[src/rtl/lives_controller.sv]
// Game mode and reserve-ship controller with frame-based respawn delay and invulnerability.
// Optional feature: define LIVES_CHEAT_EN to enable the cheat input (refill lives, long invulnerability).
module lives_controller #(
  parameter int START_LIVES   = 3,
  parameter int MAX_RESERVE   = 5,
  parameter int DEATH_FRAMES  = 60,
  parameter int INVULN_FRAMES = 120
) (
  input  logic        clk,
  input  logic        rst,
  input  logic [10:0] xCoord,
  input  logic [10:0] yCoord,
  input  logic        start_btn,
  input  logic        hit,
  input  logic        bonus_life,
  input  logic        cheat,
  output logic [1:0]  mode,
  output logic [2:0]  lives,
  output logic        invuln,
  output logic        respawn,
  output logic        game_over
);

  typedef enum logic [1:0] {
    TITLE     = 2'd0,
    RESPAWN   = 2'd1,
    PLAY      = 2'd2,
    GAME_OVER = 2'd3
  } mode_t;

  localparam logic [2:0] START_L  = 3'(START_LIVES - 1);
  localparam logic [2:0] MAX_L    = 3'(MAX_RESERVE);
  localparam logic [7:0] DEATH_L  = 8'(DEATH_FRAMES);
  localparam logic [7:0] INVULN_L = 8'(INVULN_FRAMES);

  mode_t      mode_q, mode_n;
  logic [2:0] lives_q, lives_n, lives_bonus;
  logic [7:0] inv_cnt, inv_n;
  logic [7:0] death_cnt, death_n;
  logic       respawn_n;
  logic       at_origin, at_origin_q, frame_tick;
  logic       start_q, start_press;

  assign at_origin   = (xCoord == 11'd0) && (yCoord == 11'd0);
  assign frame_tick  = at_origin && !at_origin_q;
  assign start_press = start_btn && !start_q;
  assign lives_bonus = (lives_q >= MAX_L) ? MAX_L : lives_q + 3'd1;

`ifdef LIVES_CHEAT_EN
  logic cheat_q, cheat_press;
  assign cheat_press = cheat && !cheat_q;
`else
  logic unused_cheat;
  assign unused_cheat = cheat;
`endif

  // Next-state logic; a bonus in PLAY is applied before the hit sees the count.
  always_comb begin
    mode_n    = mode_q;
    lives_n   = lives_q;
    inv_n     = inv_cnt;
    death_n   = death_cnt;
    respawn_n = 1'b0;
    unique case (mode_q)
      TITLE: begin
        if (start_press) begin
          mode_n  = PLAY;
          lives_n = START_L;
          inv_n   = INVULN_L;
        end
      end
      PLAY: begin
        if (frame_tick && inv_cnt != 8'd0) inv_n = inv_cnt - 8'd1;
        if (bonus_life) lives_n = lives_bonus;
        if (hit && inv_cnt == 8'd0) begin
          if (lives_n == 3'd0) begin
            mode_n = GAME_OVER;
          end else begin
            lives_n = lives_n - 3'd1;
            death_n = DEATH_L;
            mode_n  = RESPAWN;
          end
        end
      end
      RESPAWN: begin
        if (bonus_life) lives_n = lives_bonus;
        if (frame_tick) begin
          death_n = death_cnt - 8'd1;
          if (death_cnt == 8'd1) begin
            mode_n    = PLAY;
            respawn_n = 1'b1;
            inv_n     = INVULN_L;
          end
        end
      end
      GAME_OVER: begin
        if (start_press) begin
          mode_n  = TITLE;
          lives_n = START_L;
        end
      end
    endcase
`ifdef LIVES_CHEAT_EN
    // The cheat overrides any hit taken in the same cycle.
    if (cheat_press && (mode_q == PLAY || mode_q == RESPAWN)) begin
      lives_n = MAX_L;
      inv_n   = 8'hFF;
      if (mode_q == PLAY) begin
        mode_n  = PLAY;
        death_n = death_cnt;
      end
    end
`endif
  end

  always_ff @(posedge clk) begin
    if (rst) begin
      mode_q      <= TITLE;
      lives_q     <= START_L;
      inv_cnt     <= 8'd0;
      death_cnt   <= 8'd0;
      at_origin_q <= 1'b0;
      start_q     <= 1'b0;
      invuln      <= 1'b0;
      respawn     <= 1'b0;
      game_over   <= 1'b0;
`ifdef LIVES_CHEAT_EN
      cheat_q     <= 1'b0;
`endif
    end else begin
      mode_q      <= mode_n;
      lives_q     <= lives_n;
      inv_cnt     <= inv_n;
      death_cnt   <= death_n;
      at_origin_q <= at_origin;
      start_q     <= start_btn;
      invuln      <= (inv_n != 8'd0);
      respawn     <= respawn_n;
      game_over   <= (mode_n == GAME_OVER);
`ifdef LIVES_CHEAT_EN
      cheat_q     <= cheat;
`endif
    end
  end

  assign mode  = mode_q;
  assign lives = lives_q;

endmodule
[config.mk]
export PLATFORM = sky130hd
export DESIGN_NAME = lives_controller
export DESIGN_NICKNAME = d
export VERILOG_FILES = /design/src/rtl/lives_controller.sv
export SDC_FILE = /design/constraint.sdc
export NUM_CORES = 1
export LEC_CHECK = 0
export CORE_MARGIN = 2
export CORE_UTILIZATION = 48
export CTS_BUF_LIST = sky130_fd_sc_hd__clkbuf_4
export DETAILED_ROUTE_END_ITERATION = 10
export PLACE_DENSITY = 0.78
export SYNTH_ARGS = -nofsm -noshare
export SYNTH_HDL_FRONTEND = slang
export SYNTH_SLANG_ARGS = --single-unit
export TNS_END_PERCENT = 100
[constraint.sdc]
create_clock -name clk -period 2.4 [get_ports clk]
set_input_delay 0.24 -clock clk [delete_from_list [all_inputs] [get_ports clk]]
set_output_delay 0.24 -clock clk [all_outputs]
set_load 0.05 [all_outputs]
# Word level (Yosys, flattened, before mapping)
# Index checks and enable logic that the tools add are counted.
dict set report classes {
  add_sub_neg 4
  mul 0
  n_div 0
  order_cmp 1
  n_eq_ne 9
  shifts 0
  n_mux 24
  n_bitwise 2
  n_reduce_logical 18
}
# operator n
set op_table {}
lappend op_table {{8-bit 2-to-1 mux} 7}
lappend op_table {{8-bit one-hot mux with 3 select lines} 1}
lappend op_table {{11-bit logical NOT} 2}
lappend op_table {{3-bit 2-to-1 mux} 6}
lappend op_table {{8-bit one-hot mux with 2 select lines} 1}
lappend op_table {{8-bit nonzero test} 2}
lappend op_table {{8-bit by 1-bit subtractor with 8-bit output (second input constant)} 2}
lappend op_table {{2-bit 2-to-1 mux} 6}
lappend op_table {{3-bit one-hot mux with 3 select lines} 1}
lappend op_table {{8-bit by 1-bit == test with 1-bit output (second input constant)} 1}
lappend op_table {{8-bit logical NOT} 1}
lappend op_table {{2-bit one-hot mux with 4 select lines} 1}
lappend op_table {{2-bit == test (second input constant)} 3}
lappend op_table {{2-bit != test (second input constant)} 3}
lappend op_table {{1-bit logical AND} 5}
lappend op_table {{4-bit AND reduction} 1}
lappend op_table {{3-bit by 1-bit adder with 3-bit output (second input constant)} 1}
lappend op_table {{3-bit greater-or-equal comparator (second input constant)} 1}
lappend op_table {{3-bit logical NOT} 1}
lappend op_table {{3-bit OR reduction} 1}
lappend op_table {{3-bit by 1-bit subtractor with 3-bit output (second input constant)} 1}
lappend op_table {{2-bit by 1-bit == test with 1-bit output (second input constant)} 1}
lappend op_table {{1-bit logical NOT} 2}
lappend op_table {{2-bit logical NOT} 1}
lappend op_table {{other kinds (5)} 6}
dict set report totals {
  reg_bits 26
  latchBits 0
  ramBits 0
  mem_bits_ro 0
  in_bits 28
  output_inout_bits 8
  wordCells 67
  n_memories 0
}

# Logic depth before layout (Yosys ltp)
# Gate-level depths: netlist of the first run.
dict set report logic_depth {
  ltp_word 9
  depth_mapped 12
  depth_no_buf 12
}

# Least setup slack after synthesis of the first run
# Ideal clock, no wire load.
dict set report synth_path {
  kind {reg2reg}
  start {reg lives_q[1], in the netlist lives[1]}
  end {reg death_cnt[5]}
  setup_time_ns 0.071
  arrival_ns 2.911
  t_required_ns 2.329
  setup_slack_ns -0.582
  path_stages_with_launch 13
  n_path_buf 0
  period_less_slack_ns 2.982
  cell_sequence {dfxtp_1 > inv_1 > ha_1 > or3_1 > a21oi_1 > mux2i_1 > ha_1 > ha_1 > nand3b_4 > a2111oi_4 > nand2_1 > xor2_1 > a21oi_1}
}
dict set report synth_between {
  elab_chain_len 7
  word_cells_on_any_way 8
  classes_between {add/sub: 1; order compare: 1; eq/ne: 1; mux: 3; reduce/logical: 2}
}
# item line_no
set synth_rtl {}
lappend synth_rtl {{start: declaration} 37} ;# logic [2:0] lives_q, lives_n, lives_bonus;
lappend synth_rtl {{start signal: assignment} 132} ;# lives_q <= lives_n;
lappend synth_rtl {{3-bit by 1-bit adder with 3-bit output / 3-bit greater-or-equal comparator (equally long branches)} 47} ;# assign lives_bonus = (lives_q >= MAX_L) ? MAX_L : lives_q + 3'd1;
lappend synth_rtl {{3-bit 2-to-1 mux} 47}
lappend synth_rtl {{3-bit 2-to-1 mux *} n/a}
lappend synth_rtl {{3-bit 2-to-1 mux *} 64} ;# unique case (mode_q)
lappend synth_rtl {{3-bit logical NOT *} 76} ;# if (lives_n == 3'd0) begin
lappend synth_rtl {{2-bit != test (no source line) *} n/a}
lappend synth_rtl {{4-bit AND reduction (no source line) *} n/a}
lappend synth_rtl {{end signal: assignment} 134} ;# death_cnt <= death_n;
lappend synth_rtl {{end: declaration} 39} ;# logic [7:0] death_cnt, death_n;
# Mark *: on every way between the ends. The rest lies on a longest branch, timed or not. The select of a mux whose other input is x is not followed.
# A chain may end at the register's enable or synchronous reset.

# Worst setup path in the final report of the first run
# Same ends and word-level chain as after synthesis.

==> results_dict.tcl, run 1 <==
set metrics [dict create \
    cts_max_path_buffers 2 \
    route.detailed.drc 0 \
    h-tree-depth 1 \
    synth_seq_area_share_pct 28.5 \
    nNetsFinal 330 \
    stdcell_count 337 \
    min_path_type "input port to flop" \
    cpPeakStageDelay_ns 0.39 \
    cts_tree "built" \
    setup_tns_ns -1.23 \
    relSlewSlack_pct 64.0 \
    startpoint_type "flop" \
    maxSlewViolCount 0 \
    status "finished, violations left" \
    finalCriticalPeriod_ns 2.57 \
    wl_per_cell_um 14.2 \
    placed_cells 329 \
    syn-cell-area_um2 1830 \
    dp_hpwl_um 3620 \
    setup-violations-final 11 \
    slowest_stage "dfxtp_4" \
    cellPowerDensity_nw_per_um2 614 \
    syn2layout_area_growth_pct 41.3 \
    ir_worst_vdd_mv 0.444 \
    ios 36 \
    fin_skew_ns 0.0109 \
    grt_max_degree 15 \
    tightestPinTransition_ns 0.538 \
    cp.arrival_ns 2.78 \
    drv_cap 0 \
    worstSetupPathType "flop to flop" \
    drtIter0Drc 116 \
    cp-end-kind "flop" \
    syn_nets 264 \
    async_flop_share_pct 0 \
    crit_end "death_cnt[5]" \
    rr_startpoint "lives[1]" \
    overflow 0 \
    antenna_found_initial 0 \
    fin_ws_ns -0.168 \
    grt_pass1_wl_um 7710 \
    gp_congestion 0.871 \
    cp.required_ns 2.61 \
    path_cells "inv_2, ha_4, or3_4, a21oi_2, mux2i_1, ha_2, ha_4, nand3b_4, a2111oi_4, nand2_1, xor2_1, a21oi_1" \
    worstSetupStartpoint "lives[1]" \
    crit_path_max_fanout 5 \
    drt-total-wl_um 4790 \
    path_clk_slew_ns 0.14 \
    utilization_pct 70.6 \
    netlist_instances 224 \
    placed_cell_area_um2 2450 \
    dieArea_um2 4320 \
    rsz0062_at_grt "yes" \
    p_leak_nw 1.01 \
    final_hold_viol_count 0 \
    timing.fmax_ghz 0.389 \
    ys_types 49 \
    r2r_end "death_cnt[5]" \
    io_buffer_count 34 \
    violations "setup timing" \
    gr-usage-met3_pct 4.28 \
    fillers 285 \
    cts-root-buf "clkbuf_4" \
    power.total_mw 1.59 \
    fp.dieW_um 65.7 \
    core.rowCount 22 \
    rr_worst_depth 12 \
    grt.busiest_layer "met2" \
    ys_ff_latch 26 \
    stdcell_area_um2 2580 \
    synth_edf_count 0 \
    grt_pass1_vias 1704 \
    fp.dieH_um 65.7 \
    critical_path.most_common_cell "ha_4" \
    layout_common_cells "clkdlybuf4s50_1 (34), buf_4 (32), dfxtp_1 (24), nor2_1 (23), a21oi_1 (14)" \
    detail-route-antenna-nets 0 \
    start_util_pct 49.9 \
    drive_above_1_share_pct 22.8 \
    vias 1878 \
    ff2ff_setup_slack_ns -0.17 \
    min_period_over_period_pct 107 \
    grt_use_total_pct 22.6 \
    coreArea_um2 3660 \
    clk_latency_ns 0.34 \
    final_common_cell "clkdlybuf4s50_1" \
    met1_usage_pct 29.7 \
    n_antenna_cell 0 \
    met2_usage_pct 38.4 \
    cts_buffers 3 \
    synth-main-ff-cell "dfxtp_1" \
    cts_sinks 26 \
    drt-pass1-iter-count 4 \
    yosysWarningCount 0 \
    syn_area_per_cell_um2 8.16 \
    via_per_inst 5.57 \
]
-- sequential cells by signal (all words and copies together) (netlist names) --
name         count
death_cnt        8
invuln           1
lives            3
at_origin_q      1
respawn          1
inv_cnt          8
start_q          1
game_over        1
mode             2
-- worst max-delay path: cells and delay by family, from the launching register on --
family	cells	cell delay, ns
AOI/OAI and AO/OA	3	0.58
muxes	1	0.11
and+or+nand+nor	3	0.64
adders and majority gates	3	0.51
xor gates and xnor gates	1	0.16
DFF	1	0.39
buffers and inverters	1	0.04
-- synthesized netlist by cell type, types with 4 or more instances --
| cell type | number | area, um^2 |
|---|---|---|
| o21ai_0 | 4 | 20.0 |
| a21oi_1 | 16 | 80.1 |
| a21o_1 | 4 | 30.0 |
| nand2_1 | 13 | 48.8 |
| nor2b_1 | 7 | 43.8 |
| nand3_1 | 10 | 50.1 |
| nor3_1 | 7 | 35.0 |
| inv_1 | 14 | 52.6 |
| clkbuf_1 | 7 | 26.3 |
| dfxtp_1 | 26 | 521 |
| nor2_1 | 24 | 90.1 |
| ha_1 | 12 | 150 |
| nand2b_1 | 6 | 37.5 |
| a31oi_1 | 5 | 31.3 |
| xor2_1 | 4 | 35.0 |
| nor4_1 | 8 | 50.1 |
| xnor2_1 | 4 | 35.0 |
-- metrics by stage --
stage	setup WS (ns)	hold WS (ns)
4_1_cts	-0.144	0.490
3_3_place_gp	-0.180	0.467
6_report	-0.168	0.488
2_1_floorplan	-0.114	0.312
5_1_grt	-0.286	0.495
3_5_place_dp	-0.250	0.474
-- how the worst min path moves through the flow --
stage	startpoint	to	cells after the start
2_1_floorplan	rst	inv_cnt[4]	1
3_3_place_gp	death_cnt[0]	death_cnt[0]	2
3_5_place_dp	death_cnt[0]	death_cnt[0]	2
4_1_cts	start_btn	start_q	2
5_1_grt	start_btn	start_q	2
6_report	start_btn	start_q	2
-- cells by family after synthesis --
kind of cell / share of synthesized area, %
AO/OA/AOI/OAI: 20.1
XOR/XNOR: 3.83
adder cells (fa/ha/maj): 8.21
buffers and inverters: 4.31
flip-flops: 28.5
multiplexers: 2.94
AND/OR/NAND/NOR: 32.1
-- power breakdown --
group / internal (mW) / total (mW) / switching (mW)
clock: 0.0613 / 0.195 / 0.134
sequential: 0.492 / 0.563 / 0.0707
combinational: 0.405 / 0.829 / 0.424
total: 0.958 / 1.59 / 0.629
-- final cells by class --
type	instances	area [um^2]	area share (%)
Sequential cell	26	526	20.3
Timing Repair Buffer	68	603	23.3
Inverter	14	52.6	2.03
Clock inverter	1	3.75	0.145
Clock buffer	3	22.5	0.872
Tap cell	48	60.1	2.32
Multi-Input combinational cell	177	1320	50.9
-- per-layer routing --
metal / wire length, um / share of wire [%]
met1: 2170 / 45
met2: 2410 / 50
met3: 161 / 3.4
met4: 40 / 0.84
met5: 0 / 0
-- repair_timing --
item,CTS,global route
endpoints found under the setup margin,11,13
cloned,0,0
pin swaps,3,5
gates resized for setup,6,8
hold buffers,0,0
setup buffers,1,3
(Power assumes the default switching activity.)
==> run 2: changes to the inputs <==
HOLD_SLACK_MARGIN = 0.03   (was unset)
==> results of run 2 <==
The final DEF is identical to that of run 1; final timing and power are the same.
==> run 3: changes to the inputs <==
CAP_MARGIN = 5   (was unset)
==> results of run 3 <==
The final DEF is identical to that of run 1; final timing and power are the same.
